<file path="src/rtl/error_report_packer.sv">
// rtl/error_report_packer.sv - captures flushed error records and emits them as one framed byte packet
module error_report_packer #(
  parameter int         DEPTH  = 8,
  parameter logic [7:0] HEADER = 8'hE5
) (
  input  logic        sysClk,
  input  logic        reset,
  input  logic [22:0] in_error_reg,
  input  logic        in_valid_error_reg,
  input  logic        in_start_flush_error_reg,
  output logic [7:0]  out_byte,
  output logic        out_byte_valid,
  input  logic        in_byte_ready,
  output logic        out_busy,
  output logic        out_overrun
);

  localparam int IW = $clog2(DEPTH);
  localparam int CW = IW + 1;

  localparam logic [2:0] S_IDLE    = 3'd0;
  localparam logic [2:0] S_COLLECT = 3'd1;
  localparam logic [2:0] S_HDR     = 3'd2;
  localparam logic [2:0] S_CNT     = 3'd3;
  localparam logic [2:0] S_PAY     = 3'd4;
  localparam logic [2:0] S_CSUM    = 3'd5;

  logic [2:0]    state, state_next;
  logic [CW-1:0] count;
  logic          overflow;
  logic [7:0]    csum;
  logic [IW-1:0] rd_idx;
  logic [1:0]    sel;
  logic [22:0]   buffer [DEPTH];

  logic          accept;
  logic          last_rec;
  logic          full;
  logic          tx_state;
  logic [7:0]    sum_next;
  logic [7:0]    byte_next;
  logic [22:0]   rec_cur, rec_next;

  assign accept   = out_byte_valid & in_byte_ready;
  assign full     = (count == CW'(DEPTH));
  assign tx_state = (state == S_HDR) || (state == S_CNT) || (state == S_PAY) || (state == S_CSUM);
  assign sum_next = csum + out_byte;
  assign last_rec = (({1'b0, rd_idx} + CW'(1)) == count);
  assign rec_cur  = buffer[rd_idx];
  assign rec_next = buffer[rd_idx + IW'(1)];

  // Next state and the byte to register alongside it, so out_byte is valid the cycle the state is entered.
  always_comb begin
    state_next = state;
    byte_next  = out_byte;
    case (state)
      S_IDLE: begin
        byte_next = 8'h00;
        if (in_start_flush_error_reg) state_next = S_COLLECT;
      end
      S_COLLECT: begin
        byte_next = 8'h00;
        if (!in_start_flush_error_reg) begin
          state_next = S_HDR;
          byte_next  = HEADER;
        end
      end
      S_HDR: begin
        if (accept) begin
          state_next = S_CNT;
          byte_next  = {overflow, 7'(count)};
        end
      end
      S_CNT: begin
        if (accept) begin
          if (count != '0) begin
            state_next = S_PAY;
            byte_next  = {1'b0, buffer[0][22:16]};
          end else begin
            state_next = S_CSUM;
            byte_next  = sum_next;
          end
        end
      end
      S_PAY: begin
        if (accept) begin
          if (sel == 2'd2) begin
            if (last_rec) begin
              state_next = S_CSUM;
              byte_next  = sum_next;
            end else begin
              byte_next = {1'b0, rec_next[22:16]};
            end
          end else if (sel == 2'd0) begin
            byte_next = rec_cur[15:8];
          end else begin
            byte_next = rec_cur[7:0];
          end
        end
      end
      S_CSUM: begin
        if (accept) begin
          state_next = S_IDLE;
          byte_next  = 8'h00;
        end
      end
      default: begin
        state_next = S_IDLE;
        byte_next  = 8'h00;
      end
    endcase
  end

  always_ff @(posedge sysClk) begin
    if (reset) begin
      state          <= S_IDLE;
      count          <= '0;
      overflow       <= 1'b0;
      csum           <= 8'h00;
      rd_idx         <= '0;
      sel            <= 2'd0;
      out_byte       <= 8'h00;
      out_byte_valid <= 1'b0;
      out_busy       <= 1'b0;
      out_overrun    <= 1'b0;
    end else begin
      state          <= state_next;
      out_byte       <= byte_next;
      out_byte_valid <= (state_next == S_HDR) || (state_next == S_CNT) ||
                        (state_next == S_PAY) || (state_next == S_CSUM);
      out_busy       <= (state_next != S_IDLE);
      out_overrun    <= in_valid_error_reg & tx_state;
      case (state)
        S_IDLE: begin
          if (in_start_flush_error_reg) begin
            count    <= in_valid_error_reg ? CW'(1) : '0;
            overflow <= 1'b0;
          end
        end
        S_COLLECT: begin
          if (in_valid_error_reg) begin
            if (full) overflow <= 1'b1;
            else      count    <= count + CW'(1);
          end
          if (!in_start_flush_error_reg) csum <= 8'h00;
        end
        S_CNT: begin
          if (accept) begin
            csum   <= sum_next;
            rd_idx <= '0;
            sel    <= 2'd0;
          end
        end
        S_PAY: begin
          if (accept) begin
            csum <= sum_next;
            if (sel == 2'd2) begin
              sel    <= 2'd0;
              rd_idx <= rd_idx + IW'(1);
            end else begin
              sel <= sel + 2'd1;
            end
          end
        end
        default: ;
      endcase
    end
  end

  // Record storage carries no reset; count decides which entries are meaningful.
  always_ff @(posedge sysClk) begin
    if (!reset) begin
      if (state == S_IDLE && in_start_flush_error_reg && in_valid_error_reg)
        buffer[0] <= in_error_reg;
      else if (state == S_COLLECT && in_valid_error_reg && !full)
        buffer[count[IW-1:0]] <= in_error_reg;
    end
  end

endmodule

</file>
<file path="config.mk">
export PLATFORM = sky130hd
export DESIGN_NAME = error_report_packer
export DESIGN_NICKNAME = d
export VERILOG_FILES = /design/src/rtl/error_report_packer.sv
export SDC_FILE = /design/constraint.sdc
export NUM_CORES = 1
export LEC_CHECK = 0
export CAP_MARGIN = 40
export CELL_PAD_IN_SITES_DETAIL_PLACEMENT = 1
export CELL_PAD_IN_SITES_GLOBAL_PLACEMENT = 2
export CORE_MARGIN = 8
export CORE_UTILIZATION = 25
export CTS_BUF_LIST = sky130_fd_sc_hd__clkbuf_2
export CTS_CLUSTER_DIAMETER = 120
export DETAILED_ROUTE_END_ITERATION = 8
export PLACE_DENSITY = 0.61
export SLEW_MARGIN = 10
export SYNTH_ARGS = -nofsm -noshare
export SYNTH_HDL_FRONTEND = slang
export SYNTH_SLANG_ARGS = --single-unit
</file>
<file path="constraint.sdc">
create_clock -name sysClk -period 8.7 [get_ports sysClk]
set_input_delay 1.74 -clock sysClk [delete_from_list [all_inputs] [get_ports sysClk]]
set_output_delay 1.74 -clock sysClk [all_outputs]
set_load 0.01 [all_outputs]
</file>
After elaboration in Yosys (flattened, before gate mapping). Memories as Yosys holds them, arrays and structs flattened. A register that Yosys moved wholly into a read port is not among the register bits. Cells that the tools add are included.

Bits in registers: 32. Bits in writable memories: 184. Input port bits: 28. Output and inout bits: 11. Word-level logic and storage cells: 119. Memories kept: 1.

Memory list: buffer (depth 8, bits a word 23, rd ports 3, clocked after memory_dff 1, wr ports 1, RTL line 34) `logic [22:0] buffer [DEPTH];`.

$add $sub $neg: 5. Equality and inequality tests: 23. Mux-type cells: 52. Bitwise gates (word level): 2. Reduce and logical (&&, ||, !) cells: 26.

Operators with widths (count): two-way mux 8 bit (11); two-way mux 3 bit (14); one-hot mux 8 bit (5 select lines) (1); two-way mux 23 bit (1); OR reduction 23 bit (1); != test 2 bit, second input constant (9); one-hot mux 3 bit (6 select lines) (1); one-hot mux 8 bit (2 select lines) (1); AND reduction 4 bit (4); two-way mux 1 bit (13); == test 3 x 2 -> 1 bit, second input constant (4); == test 3 bit, second input constant (4); two-way mux 4 bit (3); adder 8 bit (1); one-hot mux 4 bit (2 select lines) (1); logical OR 1 bit (6); two-way mux 2 bit (3); one-hot mux 3 bit (2 select lines) (1); AND reduction 3 bit (2); nonzero test 2 bit (3); adder 3 x 1 -> 4 bit, second input constant (1); adder 4 x 1 -> 4 bit, second input constant (1); == test 4 bit (1); == test 4 bit, second input constant (1); other kinds (15) (20).

Longest topological paths before layout. Gate-level depths: netlist of run 1.

Depth after elaboration: 10. Gate-level depth with buffers: 9.

Least setup slack after synthesis of run 1. Ideal clock, no wire load.

Path kind: input to register. Start: input reset. End: memory buffer[1][0], enable pin. Library setup time: 0.461 ns. Arrival time: 4.474 ns. Data required time: 8.239 ns. Slack: 3.764 ns. Stages: 4. Cells stage by stage: clkbuf_1 -> nor2b_1 -> nand2_1 -> nor4_1.

Longest elaborated chain between the ends: 4.

Ends and longest elaborated chain: start, declared (RTL line 7) `input logic reset,`; two-way mux 1 bit (RTL line 172) `if (!reset) begin`; two-way mux 1 bit (implied by the code) (RTL line 176) `buffer[count[IW-1:0]] <= in_error_reg;`; OR reduction 23 bit (no line); two-way mux 3 bit (no line) / two-way mux 1 bit (equally long branches); end, declared (RTL line 34).

Several ways; a longest one is shown, not always the timed one.

Worst setup path after layout of run 1.
Start: register out_byte[7]. End: output out_byte[7].

RTL lines: start, declared (RTL line 11) `output logic [7:0] out_byte,`; start signal, assigned (RTL line 128) `out_byte <= byte_next;`.

No word-level cell between the ends.

==> results of run 1 <==
[cell usage in the layout, fill, tap and decap left out, drive strengths merged, types with 6 or more instances in the layout]
cell type,count
ha,11
mux2i,24
a221oi,10
xor2,9
dfxtp,35
a21o,6
mux4,46
a22oi,14
o21ai,14
o211ai,6
buf,16
nand2,43
clkbuf,72
nor2,42
clkinv,8
nor3,6
clkdlybuf4s50,38
edfxtp,184
a21oi,27
[logic make-up after synthesis]
kind of cell             Yosys count
flip-flops                       219
AND/OR/NAND/NOR                  128
AO/OA/AOI/OAI                     92
multiplexers                      74
buffers and inverters             32
XOR/XNOR                          13
adder cells (fa/ha/maj)           12
[per-layer routing]
metal | routed length, µm | global-route usage (%) | share of wire (%)
met5 | 0 | 0 | 0
met4 | 394 | 3.23 | 1.7
met3 | 1110 | 2.45 | 4.9
met2 | 10600 | 16.5 | 46
met1 | 10800 | 13.8 | 47
[per-stage QoR]
step / hold slack [ns] / utilization, % / cell area, µm²
after floorplan: 0.437 / - / 9210
after global placement: 0.470 / 27.9 / 10200
after detailed placement: 0.483 / 28.0 / 10200
after CTS: 0.510 / 29.1 / 10600
after global routing: 0.531 / 29.1 / 10600
final: 0.503 / 29.1 / 10600
[power breakdown]
| group | internal (µW) | switching [µW] |
|---|---|---|
| clock | 219 | 393 |
| combinational | 31.2 | 48.6 |
| sequential | 1140 | 6.85 |
[flip-flops by register name, indices dropped and copies added (netlist names), named ones only]
| signal | cells |
|---|---|
| state | 3 |
| out_byte_valid | 1 |
| out_overrun | 1 |
| buffer | 184 |
| rd_idx | 3 |
| out_busy | 1 |
| count | 4 |
| overflow | 1 |
| out_byte | 8 |
| csum | 8 |
| sel | 2 |
[path summary, 6_finish.rpt]
path                                          startpoint                      end  slack, ns
worst min register to register     overflow$_SDFFE_PP0P_    overflow$_SDFFE_PP0P_       0.50
worst max-delay path            out_byte[7]$_SDFFE_PP0P_              out_byte[7]       5.12
worst max register to register     count[1]$_SDFFE_PP0P_  buffer[2][20]$_DFFE_PP_       5.73
worst min-delay path               overflow$_SDFFE_PP0P_    overflow$_SDFFE_PP0P_       0.50
[area by class of cell]
cell class              count  area (µm²)  share of cell area (%)
diodes                      1        2.50                  0.0236
clock inverters            10        45.0                   0.425
inverters                   2        7.51                  0.0709
multi-input cells         319        2860                    27.0
clock buffers              72         360                    3.40
well taps                 468         586                    5.53
flip-flops and latches    219        6230                    58.8
repair buffers             54         508                    4.80
==> out/metrics.yaml, run 1 <==
timing.critical_path.fanout_max: 6
nFillCells: 3883
grt_max_degree: 33
maximum_frequency_from_static_timing_analysis_mhz: 279
ys_top_cells_by_area: "sky130_fd_sc_hd__edfxtp_1 60%, sky130_fd_sc_hd__mux4_2 11%, sky130_fd_sc_hd__dfxtp_1 7.6%, sky130_fd_sc_hd__mux2i_1 2.6%, sky130_fd_sc_hd__nand2_1 1.8%"
placement.io_buffers: 38
endpoint_kind: "primary output"
final_min_period_over_clock_period_pct: 41.2
syn_nets: 610
synth_most_common_cell: "sky130_fd_sc_hd__edfxtp_1"
whs_path_depth: 2
critPathMaxStageDelay_ns: 0.59
cts_max_path_buffers: 3
fin_crit_ns: 3.58
clock_latency_ns: 0.80
final_critical_path_setup_slack_ns: 5.12
total_power_uw: 1840
cts-htree-levels: 2
routed_wl_per_cell_um: 20.0
floorplan.initialDensity_pct: 25.3
numCtsBuffers: 53
floorplan.die.height_um: 208
synth.largest_area_cell: "sky130_fd_sc_hd__edfxtp_1"
synth_edf_count: 184
worstSetupPathType: "reg2out"
syn-mean-instance-area_um2: 16.2
syn_to_final_growth_pct: 15.0
startpoint_type: "flop"
synthCells: 570
global_route.usage.total_pct: 10.3
drive_above_1_share_pct: 23.1
setup_viol: 0
path_clk_slew_ns: 0.13
grt_setup_unrepaired: "no"
power_density_nw_per_um2: 174
cp_data_arrival_time_ns: 1.84
synthesis_stage_register_bit_count: 219
timing.max_slew.rel_slack_pct: 44.3
warnings_from_yosys: 0
synth_compound_gate_area_share_pct: 6.69
coreArea_um2: 36400
async_reset_ff_share_pct: 0
placementRows: 70
cts_setup_buffers: 0
timing_max_transition_violations_final: 0
final_cells: 1145
total_leakage_power_uw: 0.00335
synthXorXnorAreaFrac_pct: 1.44
grt_pass1_vias: 5850
dp_hpwl_um: 14700
synthDominantCellAreaShare_pct: 60.0
finClkSkew_ns: 0.0695
post_synth_num_cell_types: 51
tritoncts_num_sinks: 219
initial_antenna_violation_count: 1
mappedNetlistArea_um2: 9210
clock-root-buffer: "sky130_fd_sc_hd__clkbuf_2"
setup_tns_ns: 0
required_time_at_the_endpoint_of_the_critical_path_ns: 6.96
globalplace.congestion: 0.749
timing.max_cap.violations: 0
status: "completed"
hold_viol: 0
rr_worst_depth: 7
num_vias: 5360
die_w_um: 208
critical_path.n_buffers_inverters: 1
path_delay_family: "buffers and inverters"
firstDrtPassIters: 4
tritoncts: "yes"
crit_path_cell_trace: "clkdlybuf4s50_1"
dieArea_um2: 43300
number_of_gates_given_a_new_drive_strength_after_cts: 0
post_synthesis_sequential_area_ratio_pct: 67.6
detailed_route_iter0_violations: 281
grt-ovfl-total: 0
global_route_wire_length_before_repair_um: 34800
via_per_inst: 4.68
power.ir.vdd_worst_mv: 0.105
main_combinational_cell_family_by_area_after_synthesis: "multiplexers"
dominantRegCellSynth: "sky130_fd_sc_hd__edfxtp_1"
max_stage_delay_cell_worst_path: "sky130_fd_sc_hd__clkdlybuf4s50_1"
hold_path_class: "reg2reg"
tightest_slew_ns: 0.836
cts_hold_buf: 0
synth_common_cells: "184 x sky130_fd_sc_hd__edfxtp_1, 46 x sky130_fd_sc_hd__mux4_2, 43 x sky130_fd_sc_hd__nand2_1, 42 x sky130_fd_sc_hd__nor2_1, 35 x sky130_fd_sc_hd__dfxtp_1"
detail_route.drc_violations: 0
drtAntennaViolNets: 0
place_inst: 1062
cp.depth: 1
share_of_synthesized_cell_area_in_and_or_nand_and_nor_gates_pct: 6.53
layout.nets: 689
ios: 39
place_ws_ns: 4.70
synth_adder_area_share_pct: 1.71
wl_um: 22900
post_synth_mux_area_share_pct: 14.3
Power figures use the tool's default switching activity.
==> run 2, diff against run 1 <==
--- a/config.mk
+++ b/config.mk
@@ -13,7 +13,7 @@
 export CTS_BUF_LIST = sky130_fd_sc_hd__clkbuf_2
 export CTS_CLUSTER_DIAMETER = 120
 export DETAILED_ROUTE_END_ITERATION = 8
-export PLACE_DENSITY = 0.61
+export PLACE_DENSITY = 0.63
 export SLEW_MARGIN = 10
 export SYNTH_ARGS = -nofsm -noshare
 export SYNTH_HDL_FRONTEND = slang
==> constraint.sdc (replaced) <==
create_clock -name sysClk -period 3.1 [get_ports sysClk]
set_input_delay 0.62 -clock sysClk [delete_from_list [all_inputs] [get_ports sysClk]]
set_output_delay 0.62 -clock sysClk [all_outputs]
set_load 0.01 [all_outputs]
==> out/metrics.yaml, run 2 (synthesis results as in run 1) <==
layout.cells.most_common_list: "184 x sky130_fd_sc_hd__edfxtp_1, 78 x sky130_fd_sc_hd__clkbuf_2, 46 x sky130_fd_sc_hd__mux4_2, 43 x sky130_fd_sc_hd__nand2_1"
clock_latency_ns: 0.85  # +0.05 ns
total_leakage_power_uw: 0.00348  # +3.8%
status: "completed"
detailed_route_iter0_violations: 284  # +1.1%
firstDrtPassIters: 4  # unchanged
cts-htree-levels: 2  # unchanged
power_switching_uw: 1320  # +190%
detail_route.drc_violations: 0  # unchanged
ios: 39  # unchanged
wl_um: 22500  # -1.8%
tritoncts_num_sinks: 219  # unchanged
hold_viol: 0  # unchanged
endpoint_kind: "flop"
via_per_inst: 4.61  # -1.6%
finClkSkew_ns: 0.0872  # +0.0176 ns
power.ir.vdd_worst_mv: 0.189  # +80%
setup_tns_ns: 0  # unchanged
comb_power_share_pct: 4.3  # about the same
syn_to_final_growth_pct: 17.9
setup_viol: 0  # unchanged
numCtsBuffers: 56  # +5.7%
cts_max_path_buffers: 3  # unchanged
intPower_uw: 4070  # +190%
final_cells: 1167  # +1.9%
initial_antenna_violation_count: 1  # unchanged
power.switching_fraction_pct: 24.5  # +0.12 points
globalplace.congestion: 0.744  # -0.65%
drive_above_1_share_pct: 24.8  # +1.7 points
clock_power_share_pct: 35.9  # +2.7 points
timing.max_slew.rel_slack_pct: 53.6  # +9.3 points
p_seq_share_pct: 59.8  # -2.6 points
dieArea_um2: 43300  # unchanged
tritoncts: "yes"
grt_pass1_vias: 5924  # +1.3%
final_min_period_over_clock_period_pct: 88.7
regMostFlops: "buffer"
grt_max_degree: 28  # -15%
fin_hold_ws_ns: 0.494  # -0.00821 ns
grt-ovfl-total: 0  # unchanged
global_route.usage.total_pct: 10.2  # -0.12 points
clock-root-buffer: "sky130_fd_sc_hd__clkbuf_2"
timing.max_cap.violations: 0  # unchanged
drtAntennaViolNets: 0  # unchanged
placementRows: 70  # unchanged
path_clk_slew_ns: 0.11  # -0.02 ns
biggestRegsByFlops: "buffer: 184 flops, csum: 8 flops, out_byte: 8 flops"
final_common_cell: "sky130_fd_sc_hd__edfxtp_1"
power_density_nw_per_um2: 496  # +190%
num_vias: 5375  # +0.28%
layout.nets: 700  # +1.6%
largest_reg_flops: 184  # unchanged
required_time_at_the_endpoint_of_the_critical_path_ns: 3.58  # -3.38 ns
cts_hold_buf: 0  # unchanged
fin_crit_ns: 2.75
die_w_um: 208  # unchanged
place_inst: 1070  # +0.75%
dp_hpwl_um: 14600  # about the same
placement.io_buffers: 38  # unchanged
routed_wl_per_cell_um: 19.2  # -3.6%
grt_setup_unrepaired: "no"
global_route_wire_length_before_repair_um: 34800  # about the same
cts_setup_buffers: 0  # unchanged
maximum_frequency_from_static_timing_analysis_mhz: 363
floorplan.initialDensity_pct: 25.3  # unchanged
worstSetupPathType: "reg2reg"
tightest_slew_ns: 0.695  # -0.141 ns
startpoint_type: "flop"
number_of_gates_given_a_new_drive_strength_after_cts: 0  # unchanged
floorplan.die.height_um: 208  # unchanged
timing_max_transition_violations_final: 0  # unchanged
hold_path_class: "reg2reg"
timing.critical_path.fanout_max: 23  # +17
cp_data_arrival_time_ns: 3.23  # +1.39 ns
coreArea_um2: 36400  # unchanged
-- run 2: layout make-up --
class	instances	area [µm²]
clock buffers	78	390
repair buffers	62	661
well taps	468	586
multi-input cells	319	2880
fillers	3910	25600
diodes	1	2.50
flip-flops and latches	219	6230
clock inverters	18	106
inverters	2	7.51
-- run 2: stage by stage --
stage / cell area (µm²) / total power, µW / setup slack (ns) / utilization, %
3_5_place_dp: 10400 / 3530 / 0.413 / 28.4
2_1_floorplan: 9230 / 3400 / -0.197 / -
6_report: 10900 / 5390 / 0.349 / 29.8
3_3_place_gp: 10400 / 3520 / 0.496 / 28.4
4_1_cts: 10900 / 5490 / 0.293 / 29.8
5_1_grt: 10900 / 5630 / 0.189 / 29.8
-- run 2: final timing paths --
| check | startpoint | end | slack, ns | depth (start not counted) |
|---|---|---|---|---|
| worst max-delay path | count[0]$_SDFFE_PP0P_ | buffer[2][21]$_DFFE_PP_ | 0.35 | 7 |
| worst min-delay path | overflow$_SDFFE_PP0P_ | overflow$_SDFFE_PP0P_ | 0.49 | 2 |
| worst max register to register | count[0]$_SDFFE_PP0P_ | buffer[2][21]$_DFFE_PP_ | 0.35 | 7 |
| worst min register to register | overflow$_SDFFE_PP0P_ | overflow$_SDFFE_PP0P_ | 0.49 | 2 |
-- run 2: worst max-delay path, cell delays in order, from the launching register on --
cell                       delay (ns)
sky130_fd_sc_hd__dfxtp_1         0.51
sky130_fd_sc_hd__inv_1           0.15
sky130_fd_sc_hd__ha_1            0.25
sky130_fd_sc_hd__and3b_1         0.19
sky130_fd_sc_hd__or3_1           0.49
sky130_fd_sc_hd__nand3b_1        0.34
sky130_fd_sc_hd__nor3_4          0.23
sky130_fd_sc_hd__buf_12          0.23
-- run 2: routing by layer --
| layer | up-vias | routed length [µm] | part of all wire [%] | track usage, % |
|---|---|---|---|---|
| met5 | - | 0 | 0 | 0 |
| met3 | 34 | 926 | 4.1 | 2.42 |
| met2 | 108 | 10800 | 48 | 16.8 |
| met4 | 0 | 445 | 2.0 | 3.70 |
| li1 | 2454 | - | - | - |
| met1 | 2779 | 10300 | 46 | 13.0 |
-- run 2: power by group through the flow --
stage / sequential (µW) / combinational (µW) / clock, µW
final: 3220 / 231 / 1930
after global routing: 3230 / 255 / 2150
after CTS: 3220 / 236 / 2030
after detailed placement: 3290 / 235 / 0
after global placement: 3290 / 227 / 0
after floorplan: 3280 / 117 / 0
